**config.mk**
```make
export PLATFORM = sky130hd
export DESIGN_NAME = sram_march_bist
export DESIGN_NICKNAME = d
export VERILOG_FILES = /design/src/rtl/sram_bist_pkg.sv /design/src/rtl/sram_bist_cmp.sv /design/src/rtl/sram_march_bist.sv
export SDC_FILE = /design/constraint.sdc
export NUM_CORES = 1
export LEC_CHECK = 0
export ABC_AREA = 1
export BUFFER_PORTS_ARGS = -buffer_cell sky130_fd_sc_hd__buf_2
export CAP_MARGIN = 30
export CORE_MARGIN = 4
export CORE_UTILIZATION = 25
export DETAILED_ROUTE_END_ITERATION = 10
export GPL_TIMING_DRIVEN = 0
export SETUP_SLACK_MARGIN = 0.1
export SLEW_MARGIN = 20
export SYNTH_ARGS = -nofsm -noshare
export SYNTH_HDL_FRONTEND = slang
export SYNTH_SLANG_ARGS = --single-unit
```
**constraint.sdc**
```tcl
create_clock -name clk_i -period 3.9 [get_ports clk_i]
set_input_delay 0.39 -clock clk_i [delete_from_list [all_inputs] [get_ports clk_i]]
set_output_delay 0.39 -clock clk_i [all_outputs]
set_load 0.1 [all_outputs]
```
**src/rtl/sram_bist_pkg.sv**
```systemverilog
// sram_bist_pkg: state encoding, March C- element table and background pattern helper
// shared by sram_march_bist and sram_bist_cmp.
package sram_bist_pkg;

   typedef enum logic [3:0] {IDLE, E0, E1, E2, E3, E4, E5, DRAIN, DONE} state_t;

   typedef struct packed {
      logic down;
      logic two_ops;
      logic rd_first;
      logic rpol;
      logic wpol;
   } elem_t;

   // Indexed by element 0..5; a one-op element with rd_first set is read-only.
   localparam elem_t ELEM [6] = '{
      '{1'b0, 1'b0, 1'b0, 1'b0, 1'b0},
      '{1'b0, 1'b1, 1'b1, 1'b0, 1'b1},
      '{1'b0, 1'b1, 1'b1, 1'b1, 1'b0},
      '{1'b1, 1'b1, 1'b1, 1'b0, 1'b1},
      '{1'b1, 1'b1, 1'b1, 1'b1, 1'b0},
      '{1'b0, 1'b0, 1'b1, 1'b0, 1'b0}
   };

   function automatic logic bg_bit(input logic pass, input logic odd_addr, input logic odd_bit);
      return pass & ~(odd_addr ^ odd_bit);
   endfunction

endpackage

```
**src/rtl/sram_bist_cmp.sv**
```systemverilog
// sram_bist_cmp: READ_LAT-deep expected/valid pipeline aligned to the macro read latency,
// with capture of the first miscompare address and syndrome.
module sram_bist_cmp #(
   parameter int DATA_W   = 64,
   parameter int ADDR_W   = 6,
   parameter int READ_LAT = 1
) (
   input  logic              i_clk,
   input  logic              i_rst_n,
   input  logic              i_clr,
   input  logic              i_vld,
   input  logic [ADDR_W-1:0] i_addr,
   input  logic [DATA_W-1:0] i_exp,
   input  logic [DATA_W-1:0] i_dout,
   output logic              o_pass,
   output logic [ADDR_W-1:0] o_fail_addr,
   output logic [DATA_W-1:0] o_fail_syn
);

   logic              r_vld  [READ_LAT];
   logic [ADDR_W-1:0] r_addr [READ_LAT];
   logic [DATA_W-1:0] r_exp  [READ_LAT];
   logic [DATA_W-1:0] w_syn;
   logic              w_miss;

   assign w_syn  = r_exp[READ_LAT-1] ^ i_dout;
   assign w_miss = r_vld[READ_LAT-1] && (w_syn != '0);

   always_ff @(posedge i_clk or negedge i_rst_n) begin
      if (!i_rst_n) begin
         for (int i = 0; i < READ_LAT; i++) begin
            r_vld[i]  <= 1'b0;
            r_addr[i] <= '0;
            r_exp[i]  <= '0;
         end
      end else begin
         r_vld[0]  <= i_vld;
         r_addr[0] <= i_addr;
         r_exp[0]  <= i_exp;
         for (int i = 1; i < READ_LAT; i++) begin
            r_vld[i]  <= r_vld[i-1];
            r_addr[i] <= r_addr[i-1];
            r_exp[i]  <= r_exp[i-1];
         end
      end
   end

   // o_pass doubles as "nothing captured yet", so only the first miss is recorded.
   always_ff @(posedge i_clk or negedge i_rst_n) begin
      if (!i_rst_n) begin
         o_pass      <= 1'b1;
         o_fail_addr <= '0;
         o_fail_syn  <= '0;
      end else if (i_clr) begin
         o_pass      <= 1'b1;
         o_fail_addr <= '0;
         o_fail_syn  <= '0;
      end else if (w_miss && o_pass) begin
         o_pass      <= 1'b0;
         o_fail_addr <= r_addr[READ_LAT-1];
         o_fail_syn  <= w_syn;
      end
   end

endmodule

```
**src/rtl/sram_march_bist.sv**
```systemverilog
// sram_march_bist: March C- BIST engine driving a single-port bit-masked SRAM BIST port.
// Define SRAM_BIST_CHECKERBOARD_EN to repeat the march with a physical checkerboard background.
module sram_march_bist
   import sram_bist_pkg::*;
#(
   parameter int DATA_W   = 64,
   parameter int ADDR_W   = 6,
   parameter int READ_LAT = 1
) (
   input  logic              clk_i,
   input  logic              rst_ni,
   input  logic              start_i,
   output logic              busy_o,
   output logic              done_o,
   output logic              pass_o,
   output logic [ADDR_W-1:0] fail_addr_o,
   output logic [DATA_W-1:0] fail_syn_o,
   output logic              bist_en_o,
   output logic              bist_men_o,
   output logic              bist_wen_o,
   output logic              bist_ren_o,
   output logic [ADDR_W-1:0] bist_addr_o,
   output logic [DATA_W-1:0] bist_din_o,
   output logic [DATA_W-1:0] bist_bm_o,
   input  logic [DATA_W-1:0] bist_dout_i
);

`ifdef SRAM_BIST_CHECKERBOARD_EN
   localparam logic CB_EN = 1'b1;
`else
   localparam logic CB_EN = 1'b0;
`endif
   localparam logic [1:0] DRAIN_LAST = 2'(READ_LAT - 1);

   state_t            r_state, w_state_nx;
   logic [ADDR_W-1:0] r_addr, w_addr_nx, w_addr_step;
   logic              r_ph, w_ph_nx, r_bgp, w_bgp_nx, r_pass_q;
   logic [1:0]        r_dcnt, w_dcnt_nx;
   logic [2:0]        w_idx;
   elem_t             w_el;
   logic              w_op, w_rd, w_wr, w_last_op, w_wrap, w_start, w_pol, w_cmp_pass;
   logic [DATA_W-1:0] w_bg, w_word;

   assign w_op        = r_state inside {E0, E1, E2, E3, E4, E5};
   assign w_idx       = 3'(r_state) - 3'(E0);
   assign w_el        = w_op ? ELEM[w_idx] : '0;
   assign w_rd        = w_op && w_el.rd_first && !r_ph;
   assign w_wr        = w_op && !w_rd;
   assign w_last_op   = !w_el.two_ops || r_ph;
   assign w_addr_step = w_el.down ? r_addr - ADDR_W'(1) : r_addr + ADDR_W'(1);
   assign w_wrap      = w_el.down ? (r_addr == '0) : (r_addr == '1);
   assign w_pol       = w_rd ? w_el.rpol : w_el.wpol;
   assign w_start     = (r_state == IDLE) && start_i;
   assign w_word      = w_bg ^ {DATA_W{w_pol}};

   always_comb begin
      w_bg = '0;
      for (int i = 0; i < DATA_W; i++) w_bg[i] = bg_bit(r_bgp, r_addr[0], 1'(i));
   end

   // The last op of an element at its wrap address loads the next element's start address.
   always_comb begin
      w_state_nx = r_state;
      w_addr_nx  = r_addr;
      w_ph_nx    = r_ph;
      w_bgp_nx   = r_bgp;
      w_dcnt_nx  = r_dcnt;
      if (w_start) begin
         w_state_nx = E0;
         w_addr_nx  = '0;
         w_ph_nx    = 1'b0;
         w_bgp_nx   = 1'b0;
      end else if (w_op) begin
         w_ph_nx = w_el.two_ops && !r_ph;
         if (w_last_op) w_addr_nx = w_addr_step;
         if (w_last_op && w_wrap) begin
            w_addr_nx  = {ADDR_W{r_state inside {E2, E3}}};
            w_state_nx = (r_state != E5) ? state_t'(r_state + 4'd1) : (CB_EN && !r_bgp) ? E0 : DRAIN;
            w_bgp_nx   = r_bgp || (r_state == E5);
            w_dcnt_nx  = '0;
         end
      end else if (r_state == DRAIN) begin
         w_dcnt_nx  = r_dcnt + 2'd1;
         w_state_nx = (r_dcnt == DRAIN_LAST) ? DONE : DRAIN;
      end else if (r_state == DONE) begin
         w_state_nx = IDLE;
      end
   end

   always_ff @(posedge clk_i or negedge rst_ni) begin
      if (!rst_ni) begin
         r_state  <= IDLE;
         r_addr   <= '0;
         r_ph     <= 1'b0;
         r_bgp    <= 1'b0;
         r_dcnt   <= '0;
         r_pass_q <= 1'b1;
      end else begin
         r_state <= w_state_nx;
         r_addr  <= w_addr_nx;
         r_ph    <= w_ph_nx;
         r_bgp   <= w_bgp_nx;
         r_dcnt  <= w_dcnt_nx;
         if (r_state == DONE) r_pass_q <= w_cmp_pass;
      end
   end

   sram_bist_cmp #(
      .DATA_W   (DATA_W),
      .ADDR_W   (ADDR_W),
      .READ_LAT (READ_LAT)
   ) u_cmp (
      .i_clk       (clk_i),
      .i_rst_n     (rst_ni),
      .i_clr       (w_start),
      .i_vld       (w_rd),
      .i_addr      (r_addr),
      .i_exp       (w_word),
      .i_dout      (bist_dout_i),
      .o_pass      (w_cmp_pass),
      .o_fail_addr (fail_addr_o),
      .o_fail_syn  (fail_syn_o)
   );

   assign busy_o      = w_op || (r_state == DRAIN);
   assign done_o      = r_state == DONE;
   assign pass_o      = done_o ? w_cmp_pass : r_pass_q;
   assign bist_en_o   = busy_o;
   assign bist_men_o  = w_op;
   assign bist_wen_o  = w_wr;
   assign bist_ren_o  = w_rd;
   assign bist_addr_o = w_op ? r_addr : '0;
   assign bist_din_o  = w_wr ? w_word : '0;
   assign bist_bm_o   = {DATA_W{w_op}};

endmodule

```
# Word-level counts from Yosys, hierarchy flattened

Memory sizes are Yosys's and may differ from the RTL's.
Cells that the tools add are included.

Bits in registers: 157
ROM bits: 40
Input bits: 67
Word-level logic and storage cells: 102
Memories kept: 1

Memory list:

| memory          | words | bits a word | read ports | clocked after Yosys merged registers in | wr ports | line                  | RTL |
|---|---|---|---|---|---|---|---|
| (no name shown) | 8     | 5           | 1          | 0                                       | 0        | sram_march_bist.sv:46 | `assign w_el = w_op ? ELEM[w_idx] : '0;` |

$add $sub $neg: 5
$lt $le $gt $ge: 1
Equality and inequality tests: 12
Mux-type cells: 34
Bitwise logic cells: 7
Reduce and logical (&&, ||, !) cells: 30

Operators with widths:

| kind                                                      | number |
|---|---|
| two-way mux 64 bit                                        | 3 |
| bitwise XOR 64 bit                                        | 2 |
| nonzero test 64 bit                                       | 1 |
| two-way mux 6 bit                                         | 8 |
| two-way mux 4 bit                                         | 7 |
| == test 4 x 3 -> 1 bit (second input constant)            | 4 |
| two-way mux 5 bit                                         | 3 |
| two-way mux 1 bit                                         | 10 |
| nonzero test 2 bit                                        | 5 |
| == test 4 x 2 -> 1 bit (second input constant)            | 2 |
| logical AND 1 bit                                         | 8 |
| adder 6 x 1 -> 6 bit (second input constant)              | 1 |
| == test 6 bit (second input constant)                     | 1 |
| logical NOT 6 bit                                         | 1 |
| two-way mux 2 bit                                         | 3 |
| AND reduction 2 bit                                       | 3 |
| nonzero test 6 bit                                        | 1 |
| subtractor 6 x 1 -> 6 bit (second input constant)         | 1 |
| adder 4 x 1 -> 4 bit (second input constant)              | 1 |
| == test 4 x 1 -> 1 bit (second input constant)            | 1 |
| == test 4 bit (second input constant)                     | 1 |
| greater-or-equal comparator 4 bit (second input constant) | 1 |
| logical NOT 4 bit                                         | 1 |
| inequality test 4 x 3 -> 1 bit (second input constant)    | 1 |
| 13 further kinds                                          | 19 |

# Logic depth before layout (Yosys ltp)

Gate-level depths: netlist (run 1).

Depth after elaboration: 12
Gate-level depth with buffers: 17
Gate-level depth less buffers: 17

# Modules after synthesis

From an unflattened synthesis (run 1), not the netlist that was laid out.

Cell total of the unflattened synthesis: 1011
Area total of the unflattened synthesis: 8326.7 sq um

By module, submodules not included:

| module          | instances | cells each | area each (sq um) |
|---|---|---|---|
| sram_bist_cmp   | 1         | 693        | 6015.8 |
| sram_march_bist | 1         | 318        | 2311.0 |

# Worst setup path before layout (run 1)

Ideal clock, no wire load.

Kind: flip-flop to output port
Start point: register r_state[0]
End point: output port bist_din_o[10]
Arrival: 5864 ps
Required time: 3510 ps
Slack: -2354 ps
Cell stages (with the launch flop): 16
Buffers on the path: 1
Cells stage by stage: dfrtp_1 > inv_1 > ha_1 > inv_1 > nand2_1 > nand2_1 > inv_1 > nand2_1 > nand2_1 > nor2_1 > nand2_1 > inv_1 > a21oi_2 > xor2_1 > nor2_1 > buf_4

Cells in the longest elaborated chain, start to end: 11
Elaborated cells between the ends (all ways): 20

Ends and longest elaborated chain:

| element                                                 | line                                         | RTL |
|---|---|---|
| start: declaration                                      | sram_march_bist.sv:35                        | `state_t r_state, w_state_nx;` |
| start signal: assignment                                | sram_march_bist.sv:99                        | `r_state <= w_state_nx;` |
| subtractor 3 x 1 -> 3 bit                               | sram_march_bist.sv:45                        | `assign w_idx = 3'(r_state) - 3'(E0);` |
| NOT 3 -> 4 bit (implied by the code)                    | sram_march_bist.sv:46                        |  |
| memory (8 x 5 bit)                                      | n/a                                          |  |
| two-way mux 5 bit (implied by the code) (2 in series)   | sram_march_bist.sv:46                        |  |
| two-way mux 5 bit                                       | sram_march_bist.sv:46                        |  |
| logical AND 1 bit (*) (2 in series)                     | sram_march_bist.sv:47                        | `assign w_rd = w_op && w_el.rd_first && !r_ph;` |
| named net bist_ren_o                                    | sram_march_bist.sv:21                        | `output logic bist_ren_o,` |
| two-way mux 1 bit or logical NOT 1 bit (tied branches)  | sram_march_bist.sv:52, sram_march_bist.sv:48 |  |
| bitwise XOR 64 bit or logical AND 1 bit (tied branches) | sram_march_bist.sv:54, sram_march_bist.sv:48 |  |
| two-way mux 64 bit (*)                                  | sram_march_bist.sv:133                       | `assign bist_din_o = w_wr ? w_word : '0;` |
| end: declaration                                        | sram_march_bist.sv:23                        | `output logic [DATA_W-1:0] bist_din_o,` |

Mark *: on every way through the listed nets, which the timed path passes. The rest lies on a longest branch. The select of a mux whose other input is x is not followed.

# Worst setup path in the final report (run 1)

Start point: register r_state[1]
End point: output port bist_din_o[58]

Cells in the longest elaborated chain, start to end: 11
Elaborated cells between the ends (all ways): 20

Ends and longest elaborated chain:

| element                                                 | line |
|---|---|
| subtractor 3 x 1 -> 3 bit                               | sram_march_bist.sv:45 |
| NOT 3 -> 4 bit (implied by the code)                    | sram_march_bist.sv:46 |
| memory (8 x 5 bit)                                      | n/a |
| two-way mux 5 bit (implied by the code) (2 in series)   | sram_march_bist.sv:46 |
| two-way mux 5 bit                                       | sram_march_bist.sv:46 |
| logical AND 1 bit (2 in series)                         | sram_march_bist.sv:47 |
| two-way mux 1 bit or logical NOT 1 bit (tied branches)  | sram_march_bist.sv:52, sram_march_bist.sv:48 |
| bitwise XOR 64 bit or logical AND 1 bit (tied branches) | sram_march_bist.sv:54, sram_march_bist.sv:48 |
| two-way mux 64 bit (*)                                  | sram_march_bist.sv:133 |

Mark *: on every way between the ends. The rest lies on a longest branch, timed or not. The select of a mux whose other input is x is not followed.

==> out/summary.log, run 1 <==
[outcome] outcome completed
[critical_path] longest individual stage delay on the worst path 0.46 ns
[layout] synth-to-layout area growth 38.6%
[logic_synthesis] Synth top area share 35.1%
[drt] total length of routed wires 23800 um
[layout] number of diodes 0
[sta] highest clock frequency the design can meet 279 MHz
[critical_path] reg-to-reg setup timing slack 1.34 ns
[drt] routed wirelength normalized by instance count 16.3 um
[global_routing] pin count of the biggest net entering global routing 75
[critical_path] Reg2Reg Depth 12
[logic_synthesis] count of yosys warnings during synthesis 0
[global_routing] grt ovf 0
[floorplan] Starting Density 25.4%
[logic_synthesis] number of different library cells in the post-synthesis netlist 30
[sta] final critical-path required period 3.58 ns
[clocking] clock transition at the registers of the reported paths 0.07 ns
[floorplan] die outline width 171 um
[global_routing] antenna violations before repair 0
[sta] worst hold slack after final layout 0.377 ns
[layout] Final Util 35.2%
[floorplan] Floorplan Core Area 0.0261 mm2
[placement] weighted congestion reported at the end of routability-driven placement 0.883
[worst_hold_path] path category of the worst min-delay check in2reg
[logic_synthesis] Syn Inst Count 820
[layout] layout cells sized above 1 43.2%
[global_routing] met2 usage in global routing 26.4%
[sta] worst clock skew 0.00902 ns
[logic_synthesis] top post-synthesis cells by area sky130_fd_sc_hd__dfrtp_1, sky130_fd_sc_hd__buf_4, sky130_fd_sc_hd__xnor2_1, sky130_fd_sc_hd__nand4_1, sky130_fd_sc_hd__nand2_1
[sta] portion of the clock cycle consumed by the worst path in the final layout 91.8%
[clocking] Clock Tree Buf Depth 2
[job] count of max-cap constraint violations 0
[sta] Final Hold Violating Endpoints 0
[global_routing] vias in the first global route 6403
[critical_path] required time of the critical path 3.51 ns
[logic_synthesis] cell with the most instances after synthesis sky130_fd_sc_hd__nand2_1
[worst_hold_path] Min-Delay Endpoint u_cmp.o_fail_syn[40]$_DFFE_PN0P_
[logic_synthesis] Mapped Nets 898
[logic_synthesis] fraction of the yosys area taken by sequential cells 35.9%
[global_routing] overall track demand over capacity in global routing 15.6%
[logic_synthesis] number of register bits inferred by synthesis 95
[floorplan] Top Ports 278
[worst_hold_path] cell depth of the worst hold path 4
[critical_path] Critical R2R Capture u_cmp.r_exp[62]$_DFF_PN0_
[drt] routed vias 6497
[critical_path] crit path cell chain inv_2 -> ha_1 -> o21ai_0 -> nand3_2 -> inv_4 -> nor2_4 -> nand2_1 -> inv_1 -> a21oi_4 -> xor2_4 -> nor2_4 -> buf_4 -> buf_4 -> buf_4
[sta] number of max-slew violations in the final report 0
[drt] Antenna Violating Nets Remaining 0
[critical_path] buffering stage count on the worst path with inverters included 6
[clocking] CTS root buf sky130_fd_sc_hd__clkbuf_16
[layout] final cell count without fillers 1462
[sta] setup-violating endpoint count in the final report 0
[drt] 1st-pass router iterations 5
[sta] slew margin rel. 43.6%
[drt] final routed DRC violation total 0
[drt] vias per inst 4.44
[clocking] clock insertion delay at the later pin of the skew report 0.35 ns
[placement] detailed placement HPWL 18200 um
[placement] Post-Place Cells 1433
[global_routing] gr busiest metal met2
[critical_path] CP max stage cell sky130_fd_sc_hd__dfrtp_1
[clocking] clock tree from TritonCTS built
[critical_path] crit path DAT 3.19 ns
[floorplan] standard-cell rows 59
[critical_path] worst setup path category reg2out
[logic_synthesis] post-synth top area cell sky130_fd_sc_hd__dfrtp_1
[layout] Final #Nets 1200
[global_routing] met3 track utilization from global routing 3.17%
[critical_path] Setup crit end kind output port
[clocking] Clock Sink Count 95
[logic_synthesis] post-synthesis area per instance 8.08 um2
[critical_path] Worst Setup Start Kind register
[placement] Port-buffer cells 277
[floorplan] vertical die dimension 171 um
[logic_synthesis] most instantiated flip-flop cell in the synthesis netlist sky130_fd_sc_hd__dfrtp_1
[global_routing] met1 capacity usage during global routing 20.3%
[critical_path] maximum fanout along the worst path 10
[logic_synthesis] share of flip-flops with an asynchronous set or reset 100%
[clocking] clock buffers created by TritonCTS 9
[global_routing] wire length of the first global-routing pass 35600 um
[critical_path] Top delay family on crit path buffers and inverters
[logic_synthesis] number of enable flip-flop cells after synthesis 0
[critical_path] startpoint of the most critical register-to-register path r_state[1]$_DFFE_PN0P_
[logic_synthesis] ranking of synthesized cells by instance count sky130_fd_sc_hd__nand2_1, sky130_fd_sc_hd__buf_4, sky130_fd_sc_hd__dfrtp_1
[worst_hold_path] launch point of the worst hold path bist_dout_i[40]
[sta] post-route setup TNS 0 ns
[sta] unrepaired setup endpoints after global routing no
[floorplan] full die area 0.0292 mm2
[critical_path] cell type with the highest occurrence count on the critical path sky130_fd_sc_hd__buf_4
[drt] detailed router's first-iteration violation count 670
[sta] Slew @ Worst Pin 0.846 ns
[logic_synthesis] synthesized cell area 0.00663 mm2
[clocking] number of levels in the clock H-tree 3
worst min-delay path: cells and delay by family:
family | cells | cell delay, ns
and+or+nand+nor | 2 | 0.14
xor gates and xnor gates | 1 | 0.07
buffers and inverters | 1 | 0.09
flip-flops by register name, summed over array words and instances (netlist names):
register / cells
u_cmp.o_pass: 1
r_dcnt: 2
r_ph: 1
u_cmp.r_addr: 6
r_pass_q: 1
u_cmp.o_fail_addr: 6
r_state: 4
r_bgp: 1
u_cmp.r_exp: 2
r_addr: 6
u_cmp.o_fail_syn: 64
u_cmp.r_vld: 1
worst max-delay path by stage:
stage | from | endpoint | slack (ns) | cells after the start
2_1_floorplan | r_state[0]$_DFFE_PN0P_ | bist_din_o[10] | 0.08 | 15
3_3_place_gp | r_state[0]$_DFFE_PN0P_ | bist_din_o[51] | 0.13 | 13
3_5_place_dp | r_state[0]$_DFFE_PN0P_ | bist_din_o[51] | 0.13 | 13
4_1_cts | r_state[0]$_DFFE_PN0P_ | bist_din_o[51] | 0.09 | 16
5_1_grt | r_state[1]$_DFFE_PN0P_ | bist_din_o[58] | 0.11 | 14
6_report | r_state[1]$_DFFE_PN0P_ | bist_din_o[58] | 0.32 | 14
final cells by class:
type	count	area, um2
timing repair buffer	289	1700
multi-input combinational	461	2740
tap	335	419
fill	2730	16900
sequential	95	2380
inverter	93	352
clock inverter	6	97.6
buffer	173	1250
clock buffer	10	239
per-stage QoR:
| step | setup WS, ns | instance area [um2] |
|---|---|---|
| floorplan | 0.0776 | 6650 |
| global placement | 0.135 | 8450 |
| detailed placement | 0.126 | 8490 |
| CTS | 0.0873 | 9110 |
| global route | 0.109 | 9180 |
| finish | 0.321 | 9180 |
cell families after synthesis:
logic type,synth area share [%]
flops,35.9
fa+ha+maj,2.08
simple gates,26.4
buf+inv,24.2
xor+xnor,9.25
compound gates,2.15
metal layers:
metal	vias to the layer above	wire, um	part of all wire (%)
met5	-	0	0
met2	332	11300	48
met3	30	2230	9.4
met4	0	354	1.5
li1	3132	-	-
met1	3003	9890	42
layout by cell type (no fill, tap or decap), drive strengths merged:
| cell | Yosys | layout |
|---|---|---|
| a21oi | 6 | 6 |
| buf | 158 | 446 |
| bufinv | 0 | 2 |
| clkbuf | 15 | 25 |
| clkinv | 0 | 1 |
| dfrtp | 93 | 93 |
| dfstp | 2 | 2 |
| dlygate4sd3 | 0 | 1 |
| ha | 11 | 11 |
| inv | 93 | 96 |
| nand2 | 138 | 138 |
| nand3 | 93 | 93 |
| nand3b | 2 | 2 |
| nand4 | 87 | 87 |
| nor2 | 33 | 35 |
| o211ai | 1 | 1 |
| o21ai | 15 | 15 |
| o21bai | 1 | 1 |
| o31ai | 1 | 1 |
| or2 | 1 | 1 |
| xnor2 | 63 | 63 |
| xor2 | 7 | 7 |
repair_timing:
| action | 4_1_cts | 5_1_grt |
|---|---|---|
| hold buffers | 1 | 0 |
| resized for setup | 67 | 8 |
| gates cloned | 2 | 0 |
| endpoints found under the setup margin | 64 | 64 |
| pin swaps | 4 | 2 |
| setup buffers | 6 | 4 |
| hold endpoints to repair | 28 | 0 |
Power of run 1 is not shown: default switching activity piles up to over one toggle a cycle in this logic, so the estimate is an artifact.
==> run 2, diff against run 1 <==
CTS_BUF_LIST = sky130_fd_sc_hd__clkbuf_4   (was default)
GPL_TIMING_DRIVEN = default   (was 0)
RECOVER_POWER = 100   (was default)
==> run 2 against run 1 <==
  * The run now ends with max-capacitance violations, max-slew violations left
  * Sequential cell count unchanged
  * Clock skew increased by 0.013 ns
  * Count of clock-buffer cells in the layout decreased by 1
  * Register-to-register slack got worse by 0.91 ns
  * Sequential share of layout area increased by 2.7 points
==> out/summary.log, run 2 (synthesis gave the netlist of run 1 again) <==
[placement] detailed placement HPWL 15600 um [was 18200 um]
[sta] slew margin rel. -17.2% [was 43.6%]
[layout] most common cell after layout, fill and taps aside sky130_fd_sc_hd__nand2_1 [was sky130_fd_sc_hd__buf_2]
[critical_path] Worst Setup Start Kind register [unchanged]
[floorplan] die outline width 171 um [unchanged]
[layout] synth-to-layout area growth 25.6% [was 38.6%]
[layout] total non-filler cell area in the finished layout 0.00832 mm2 [was 0.00918 mm2]
[sta] worst hold slack after final layout 0.212 ns [was 0.377 ns]
[global_routing] vias in the first global route 5795 [was 6403]
[sta] post-route setup TNS 0 ns [unchanged]
[clocking] CTS root buf sky130_fd_sc_hd__clkbuf_4 [was sky130_fd_sc_hd__clkbuf_16]
[clocking] clock buffers created by TritonCTS 9 [unchanged]
[floorplan] Starting Density 25.4% [unchanged]
[sta] highest clock frequency the design can meet 283 MHz [was 279 MHz]
[critical_path] crit path DAT 3.14 ns [was 3.19 ns]
[placement] post-detailed-placement cell area 0.00831 mm2 [was 0.00849 mm2]
[placement] Port-buffer cells 277 [unchanged]
[drt] total length of routed wires 21300 um [was 23800 um]
[critical_path] Setup crit end kind output port [unchanged]
[critical_path] maximum fanout along the worst path 16 [was 10]
[sta] unrepaired setup endpoints after global routing yes [was no]
[drt] routed vias 5907 [was 6497]
[clocking] clock tree from TritonCTS built [unchanged]
[global_routing] wire length of the first global-routing pass 32300 um [was 35600 um]
[drt] vias per inst 4.57 [was 4.44]
[sta] worst clock skew 0.0223 ns [was 0.00902 ns]
[sta] Worst Setup Slack, final 0.366 ns [was 0.321 ns]
[global_routing] grt ovf 0 [unchanged]
[clocking] clock insertion delay at the later pin of the skew report 0.48 ns [was 0.35 ns]
[sta] setup-violating endpoint count in the final report 0 [unchanged]
[critical_path] required time of the critical path 3.51 ns [about the same]
[clocking] number of levels in the clock H-tree 3 [unchanged]
[layout] register bank with the most flops u_cmp.o_fail_syn [unchanged]
[layout] number of flip-flops under the largest register name 64 [unchanged]
[sta] Final Hold Violating Endpoints 0 [unchanged]
[worst_hold_path] path category of the worst min-delay check in2reg [unchanged]
[outcome] failing checks max-capacitance violations, max-slew violations
[global_routing] overall track demand over capacity in global routing 14.0% [was 15.6%]
[sta] Slew @ Worst Pin 1.76 ns [was 0.846 ns]
[clocking] clock transition at the registers of the reported paths 0.18 ns [was 0.07 ns]
[clocking] Clock Tree Buf Depth 2 [unchanged]
[global_routing] pin count of the biggest net entering global routing 79 [was 75]
[layout] highest-count cells in the layout ignoring fill and taps sky130_fd_sc_hd__nand2_1, sky130_fd_sc_hd__dfrtp_1, sky130_fd_sc_hd__inv_1, sky130_fd_sc_hd__nand3_1, sky130_fd_sc_hd__nand4_1 [was sky130_fd_sc_hd__buf_2, sky130_fd_sc_hd__buf_4, sky130_fd_sc_hd__nand2_1, sky130_fd_sc_hd__dfrtp_1, sky130_fd_sc_hd__inv_1]
[global_routing] antenna violations before repair 0 [unchanged]
[drt] final routed DRC violation total 0 [unchanged]
[drt] Antenna Violating Nets Remaining 0 [unchanged]
[layout] Final #Nets 1029 [was 1200]
[sta] final critical-path required period 3.53 ns [was 3.58 ns]
[floorplan] Floorplan Core Area 0.0261 mm2 [unchanged]
[floorplan] vertical die dimension 171 um [unchanged]
[outcome] outcome finished with violations [was completed]
[drt] detailed router's first-iteration violation count 586 [was 670]
[placement] dpl ws 0.857 ns [was 0.126 ns]
[floorplan] standard-cell rows 59 [unchanged]
[critical_path] worst setup path category reg2out [unchanged]
[sta] number of max-slew violations in the final report 30 [was 0]
[job] count of max-cap constraint violations 1 [was 0]
[placement] weighted congestion reported at the end of routability-driven placement 0.901 [was 0.883]
[floorplan] Top Ports 278 [unchanged]
[clocking] Clock Sink Count 95 [unchanged]
[floorplan] full die area 0.0292 mm2 [unchanged]
[drt] 1st-pass router iterations 6 [was 5]
[drt] routed wirelength normalized by instance count 16.5 um [was 16.3 um]
[layout] layout cells sized above 1 25.4% [was 43.2%]
[sta] portion of the clock cycle consumed by the worst path in the final layout 90.6% [was 91.8%]
run 2: cell types whose count changed in the layout (fill, tap and decap cells not counted), moves of 11 or more:
cell	previous run	this run
sky130_fd_sc_hd__clkbuf_2	0	50
sky130_fd_sc_hd__buf_6	15	4
sky130_fd_sc_hd__clkbuf_1	15	80
sky130_fd_sc_hd__buf_4	198	7
sky130_fd_sc_hd__buf_12	3	65
sky130_fd_sc_hd__buf_2	220	86
run 2: worst max-delay path, cell delays in order (launching register included):
cell                      delay, ns
sky130_fd_sc_hd__dfrtp_1       0.47
sky130_fd_sc_hd__inv_1         0.16
sky130_fd_sc_hd__ha_1          0.29
sky130_fd_sc_hd__inv_1         0.06
sky130_fd_sc_hd__nand2_1       0.10
sky130_fd_sc_hd__nand2_1       0.08
sky130_fd_sc_hd__inv_1         0.08
sky130_fd_sc_hd__nand2_1       0.06
sky130_fd_sc_hd__nand2_1       0.07
sky130_fd_sc_hd__nor2_1        0.06
sky130_fd_sc_hd__nand2_1       0.12
sky130_fd_sc_hd__inv_1         0.06
sky130_fd_sc_hd__a21oi_2       0.23
sky130_fd_sc_hd__xnor2_2       0.12
sky130_fd_sc_hd__nor2_4        0.13
sky130_fd_sc_hd__buf_6         0.34
sky130_fd_sc_hd__buf_12        0.22
run 2: path summary, 6_finish.rpt:
check / from / to / slack [ns] / cells after the start
max in group asynchronous: rst_ni / u_cmp.o_fail_addr[2]$_DFFE_PN0P_ / 1.09 / 3
worst max-delay path: r_state[0]$_DFFE_PN0P_ / bist_din_o[55] / 0.37 / 16
worst min register to register: r_pass_q$_DFF_PN1_ / r_pass_q$_DFF_PN1_ / 0.48 / 2
min in group asynchronous: rst_ni / u_cmp.o_fail_syn[9]$_DFFE_PN0P_ / 0.88 / 2
worst max register to register: r_state[0]$_DFFE_PN0P_ / r_addr[1]$_DFFE_PN0P_ / 0.43 / 13
worst min-delay path: bist_dout_i[43] / u_cmp.o_fail_syn[43]$_DFFE_PN0P_ / 0.21 / 4
run 2: area by class of cell:
class / instances / area, um2
Inverter: 93 / 349
Tap cell: 335 / 419
Multi-Input combinational cell: 459 / 2620
Timing Repair Buffer: 293 / 2390
Antenna cell: 1 / 2.50
Clock inverter: 7 / 96.3
Clock buffer: 9 / 67.6
Fill cell: 2755 / 17700
Sequential cell: 95 / 2380
run 2: routing by layer:
metal  global-route usage (%)  vias up  wire length, um
li1                         -     2778                -
met1                     18.3     2765             8740
met2                     22.9      337             9940
met3                     3.70       27             2170
met4                     3.85        0              475
met5                        0        -                0
run 2: repair_timing:
item,CTS,global route
setup buffers,0,0
hold buffers,0,1
setup endpoints to repair,0,64
gates resized for setup,0,8
hold endpoints to repair,0,26
run 2: metrics by stage:
| step | util [%] | instances |
|---|---|---|
| 2_1_floorplan | - | 820 |
| 3_5_place_dp | 31.9 | 1271 |
| 3_3_place_gp | 31.9 | 1271 |
| 6_report | 31.9 | 1292 |
| 5_1_grt | 31.9 | 1291 |
| 4_1_cts | 32.5 | 1287 |
Power of run 2 is left out for the same reason.
==> run 3, diff against run 2 <==
ABC_AREA = default   (was 1)
CORE_UTILIZATION = 45   (was 25)
PLACE_DENSITY = 0.76   (was default)
==> run 3 against run 2 <==
  * The flow still finishes with violations (max-capacitance violations, max-slew violations)
  * Sequential cell count did not move
  * First-iteration DRC count fell by 28%
  * Global-route usage rose by 8.7 points
  * Die area fell by 43%
  * Final area fell by 1.7%
  * Non-clock buffer count rose by 1
  * Count of clock-buffer cells in the layout rose by 1
  * Clock skew fell by 0.0021 ns
  * Synthesized cell count fell by 7.6%
  * Routed wire length fell by 5.3%
  * Worst hold slack improved by 0.075 ns
  * Cell count fell by 17%
==> out/summary.log, run 3 <==
[logic_synthesis] Mapped Nets 836 [was 898]
[floorplan] Top Ports 278 [unchanged]
[clocking] clock tree from TritonCTS built [unchanged]
[sta] slew margin rel. -34.9% [was -17.2%]
[logic_synthesis] cell with the most instances after synthesis sky130_fd_sc_hd__nor3_1 [was sky130_fd_sc_hd__nand2_1]
[floorplan] Floorplan Core Area 0.0141 mm2 [was 0.0261 mm2]
[logic_synthesis] post-synth top area cell sky130_fd_sc_hd__dfrtp_1 [unchanged]
[global_routing] pin count of the biggest net entering global routing 75 [was 79]
[logic_synthesis] number of enable flip-flop cells after synthesis 0 [unchanged]
[clocking] Clock Sink Count 95 [unchanged]
[sta] post-route setup TNS 0 ns [unchanged]
[layout] area taken by multi-input logic gates 0.00301 mm2 [was 0.00262 mm2]
[layout] number of flip-flops under the largest register name 64 [unchanged]
[drt] 1st-pass router iterations 5 [was 6]
[layout] highest-count cells in the layout ignoring fill and taps sky130_fd_sc_hd__nor3_1, sky130_fd_sc_hd__dfrtp_1, sky130_fd_sc_hd__clkbuf_1, sky130_fd_sc_hd__a21oi_1, sky130_fd_sc_hd__clkbuf_2 [was sky130_fd_sc_hd__nand2_1, sky130_fd_sc_hd__dfrtp_1, sky130_fd_sc_hd__inv_1, sky130_fd_sc_hd__nand3_1, sky130_fd_sc_hd__nand4_1]
[placement] detailed placement HPWL 14400 um [was 15600 um]
[layout] number of fill cells 1327 [was 2755]
[sta] Slew @ Worst Pin 2.02 ns [was 1.76 ns]
[global_routing] grt ovf 0 [unchanged]
[floorplan] die outline width 129 um [was 171 um]
[outcome] outcome finished with violations [unchanged]
[layout] number of diodes 0 [was 1]
[critical_path] source of the critical timing path r_state[0]$_DFFE_PN0P_ [unchanged]
[sta] Worst Setup Slack, final 0.258 ns [was 0.366 ns]
[floorplan] standard-cell rows 43 [was 59]
[sta] setup-violating endpoint count in the final report 0 [unchanged]
[sta] unrepaired setup endpoints after global routing no [was yes]
[layout] Final #Nets 960 [was 1029]
[floorplan] vertical die dimension 129 um [was 171 um]
[clocking] number of levels in the clock H-tree 3 [unchanged]
[outcome] failing checks max-capacitance violations, max-slew violations [unchanged]
[sta] final critical-path required period 3.64 ns [was 3.53 ns]
[layout] Final Util 58.0% [was 31.9%]
[logic_synthesis] Syn Inst Count 758 [was 820]
[global_routing] vias in the first global route 5461 [was 5795]
[logic_synthesis] count of yosys warnings during synthesis 0 [unchanged]
[logic_synthesis] fraction of the yosys area taken by sequential cells 36.2% [was 35.9%]
[logic_synthesis] post-synthesis area per instance 8.68 um2 [was 8.08 um2]
[drt] routed vias 5974 [was 5907]
[clocking] clock buffers created by TritonCTS 9 [unchanged]
[layout] synth-to-layout area growth 24.2% [was 25.6%]
[critical_path] Worst Setup Start Kind register [unchanged]
[drt] vias per inst 5.60 [was 4.57]
[floorplan] full die area 0.0166 mm2 [was 0.0292 mm2]
[logic_synthesis] number of register bits inferred by synthesis 95 [unchanged]
[clocking] Clock Tree Buf Depth 2 [unchanged]
[logic_synthesis] most instantiated flip-flop cell in the synthesis netlist sky130_fd_sc_hd__dfrtp_1 [unchanged]
[logic_synthesis] synthesized cell area 0.00658 mm2 [was 0.00663 mm2]
[drt] final routed DRC violation total 0 [unchanged]
[placement] weighted congestion reported at the end of routability-driven placement 0.906 [was 0.901]
[worst_hold_path] launch point of the worst hold path bist_dout_i[0] [was bist_dout_i[43]]
[placement] dpl ws 0.615 ns [was 0.857 ns]
[sta] highest clock frequency the design can meet 275 MHz [was 283 MHz]
[critical_path] crit path DAT 3.25 ns [was 3.14 ns]
[drt] detailed router's first-iteration violation count 420 [was 586]
[clocking] CTS root buf sky130_fd_sc_hd__clkbuf_4 [unchanged]
[critical_path] startpoint of the most critical register-to-register path u_cmp.r_exp[61]$_DFF_PN0_ [was r_state[0]$_DFFE_PN0P_]
[clocking] clock transition at the registers of the reported paths 0.16 ns [was 0.18 ns]
[drt] total length of routed wires 20200 um [was 21300 um]
[layout] register bank with the most flops u_cmp.o_fail_syn [unchanged]
[worst_hold_path] path category of the worst min-delay check in2reg [unchanged]
[logic_synthesis] Synth top area share 35.4% [was 35.1%]
[logic_synthesis] ranking of synthesized cells by instance count sky130_fd_sc_hd__nor3_1, sky130_fd_sc_hd__buf_4, sky130_fd_sc_hd__dfrtp_1 [was sky130_fd_sc_hd__nand2_1, sky130_fd_sc_hd__buf_4, sky130_fd_sc_hd__dfrtp_1]
[global_routing] wire length of the first global-routing pass 29900 um [was 32300 um]
[logic_synthesis] number of different library cells in the post-synthesis netlist 48 [was 30]
[sta] number of max-slew violations in the final report 37 [was 30]
[sta] worst clock skew 0.0202 ns [was 0.0223 ns]
[placement] Port-buffer cells 277 [unchanged]
[clocking] clock insertion delay at the later pin of the skew report 0.47 ns [was 0.48 ns]
[critical_path] Setup crit end kind output port [unchanged]
[critical_path] maximum fanout along the worst path 16 [unchanged]
[critical_path] worst setup path category reg2out [unchanged]
[global_routing] antenna violations before repair 0 [unchanged]
[sta] Final Hold Violating Endpoints 0 [unchanged]
[layout] layout cells sized above 1 27.7% [was 25.4%]
[job] count of max-cap constraint violations 1 [unchanged]
[layout] Register Area 0.00238 mm2 [about the same]
[drt] Antenna Violating Nets Remaining 0 [unchanged]
[sta] portion of the clock cycle consumed by the worst path in the final layout 93.4% [was 90.6%]
[logic_synthesis] share of flip-flops with an asynchronous set or reset 100% [unchanged]
[logic_synthesis] top post-synthesis cells by area sky130_fd_sc_hd__dfrtp_1, sky130_fd_sc_hd__buf_4, sky130_fd_sc_hd__nor3_1, sky130_fd_sc_hd__xor2_1, sky130_fd_sc_hd__a21oi_1 [was sky130_fd_sc_hd__dfrtp_1, sky130_fd_sc_hd__buf_4, sky130_fd_sc_hd__xnor2_1, sky130_fd_sc_hd__nand4_1, sky130_fd_sc_hd__nand2_1]
[global_routing] overall track demand over capacity in global routing 22.7% [was 14.0%]
[critical_path] required time of the critical path 3.51 ns [about the same]
[layout] most common cell after layout, fill and taps aside sky130_fd_sc_hd__nor3_1 [was sky130_fd_sc_hd__nand2_1]
[floorplan] Starting Density 46.7% [was 25.4%]
[drt] routed wirelength normalized by instance count 18.9 um [was 16.5 um]
-- run 3: changes by cell type in the layout (fill, tap and decap cells not counted), sizes merged, moves of 12 or more --
cell,change
clkbuf,+22
xor2,+59
nand3,-80
nand2,-114
a21oi,+73
mux2i,+13
or4,+12
nand4,-70
nor3,+137
nor2,-18
xnor2,-58
buf,-20
inv,-82
-- run 3: path summary, 6_finish.rpt --
| path | endpoint | slack [ns] | cells after the start |
|---|---|---|---|
| worst max-delay path | bist_din_o[62] | 0.26 | 10 |
| worst min-delay path | u_cmp.o_fail_syn[0]$_DFFE_PN0P_ | 0.29 | 4 |
| worst max register to register | u_cmp.o_fail_syn[39]$_DFFE_PN0P_ | 0.31 | 8 |
| worst min register to register | u_cmp.r_addr[5]$_DFF_PN0_ | 0.49 | 0 |
| max in group asynchronous | u_cmp.o_fail_syn[39]$_DFFE_PN0P_ | 0.85 | 3 |
| min in group asynchronous | u_cmp.o_fail_syn[12]$_DFFE_PN0P_ | 0.99 | 2 |
-- run 3: stage by stage --
| step | hold WS [ns] | std cells | instance area [um2] |
|---|---|---|---|
| floorplan | 0.0944 | 758 | 6600 |
| global placement | 0.458 | 1048 | 8130 |
| detailed placement | 0.450 | 1048 | 8130 |
| CTS | 0.0674 | 1064 | 8280 |
| global route | 0.273 | 1067 | 8180 |
| finish | 0.287 | 1067 | 8180 |
-- run 3: what timing repair did --
action / 4_1_cts / 5_1_grt
setup buffers: 0 / 0
gates resized for setup: 3 / 3
pin swaps: 0 / 0
endpoints found under the setup margin: 34 / 64
hold endpoints to repair: 0 / 34
gates cloned: 0 / 1
hold buffers: 0 / 1
-- run 3: worst max-delay path, cell delays in order (launching register included) --
cell	delay, ns
sky130_fd_sc_hd__dfrtp_2	0.49
sky130_fd_sc_hd__inv_1	0.20
sky130_fd_sc_hd__ha_2	0.30
sky130_fd_sc_hd__mux2i_1	0.10
sky130_fd_sc_hd__a21o_2	0.32
sky130_fd_sc_hd__inv_2	0.19
sky130_fd_sc_hd__nand3_1	0.16
sky130_fd_sc_hd__xnor2_1	0.25
sky130_fd_sc_hd__and2_2	0.22
sky130_fd_sc_hd__buf_6	0.32
sky130_fd_sc_hd__buf_12	0.22
-- run 3: cell type report --
type	count	share of cell area [%]
clock inverters	6	0.750
multi-input cells	471	36.8
inverters	11	0.505
flip-flops and latches	95	29.1
clock buffers	10	0.918
repair buffers	294	29.2
well taps	180	2.75
-- run 3: metal layers --
metal	part of all wire, %	routed length, um	vias to the layer above	track usage (%)
li1	-	-	2787	-
met1	39	7900	2840	29.1
met2	50	10100	316	38.3
met3	8.9	1800	31	5.15
met4	2.0	404	0	7.10
met5	0	0	-	0
-- run 3: kinds of logic after synthesis --
| group | count (synthesis) | synth area share, % |
|---|---|---|
| fa+ha+maj | 11 | 2.09 |
| simple gates | 246 | 19.5 |
| buf+inv | 192 | 18.7 |
| flops | 95 | 36.2 |
| mux | 17 | 2.66 |
| xor+xnor | 71 | 9.56 |
| compound gates | 126 | 11.3 |
Power of run 3 is left out for the same reason.
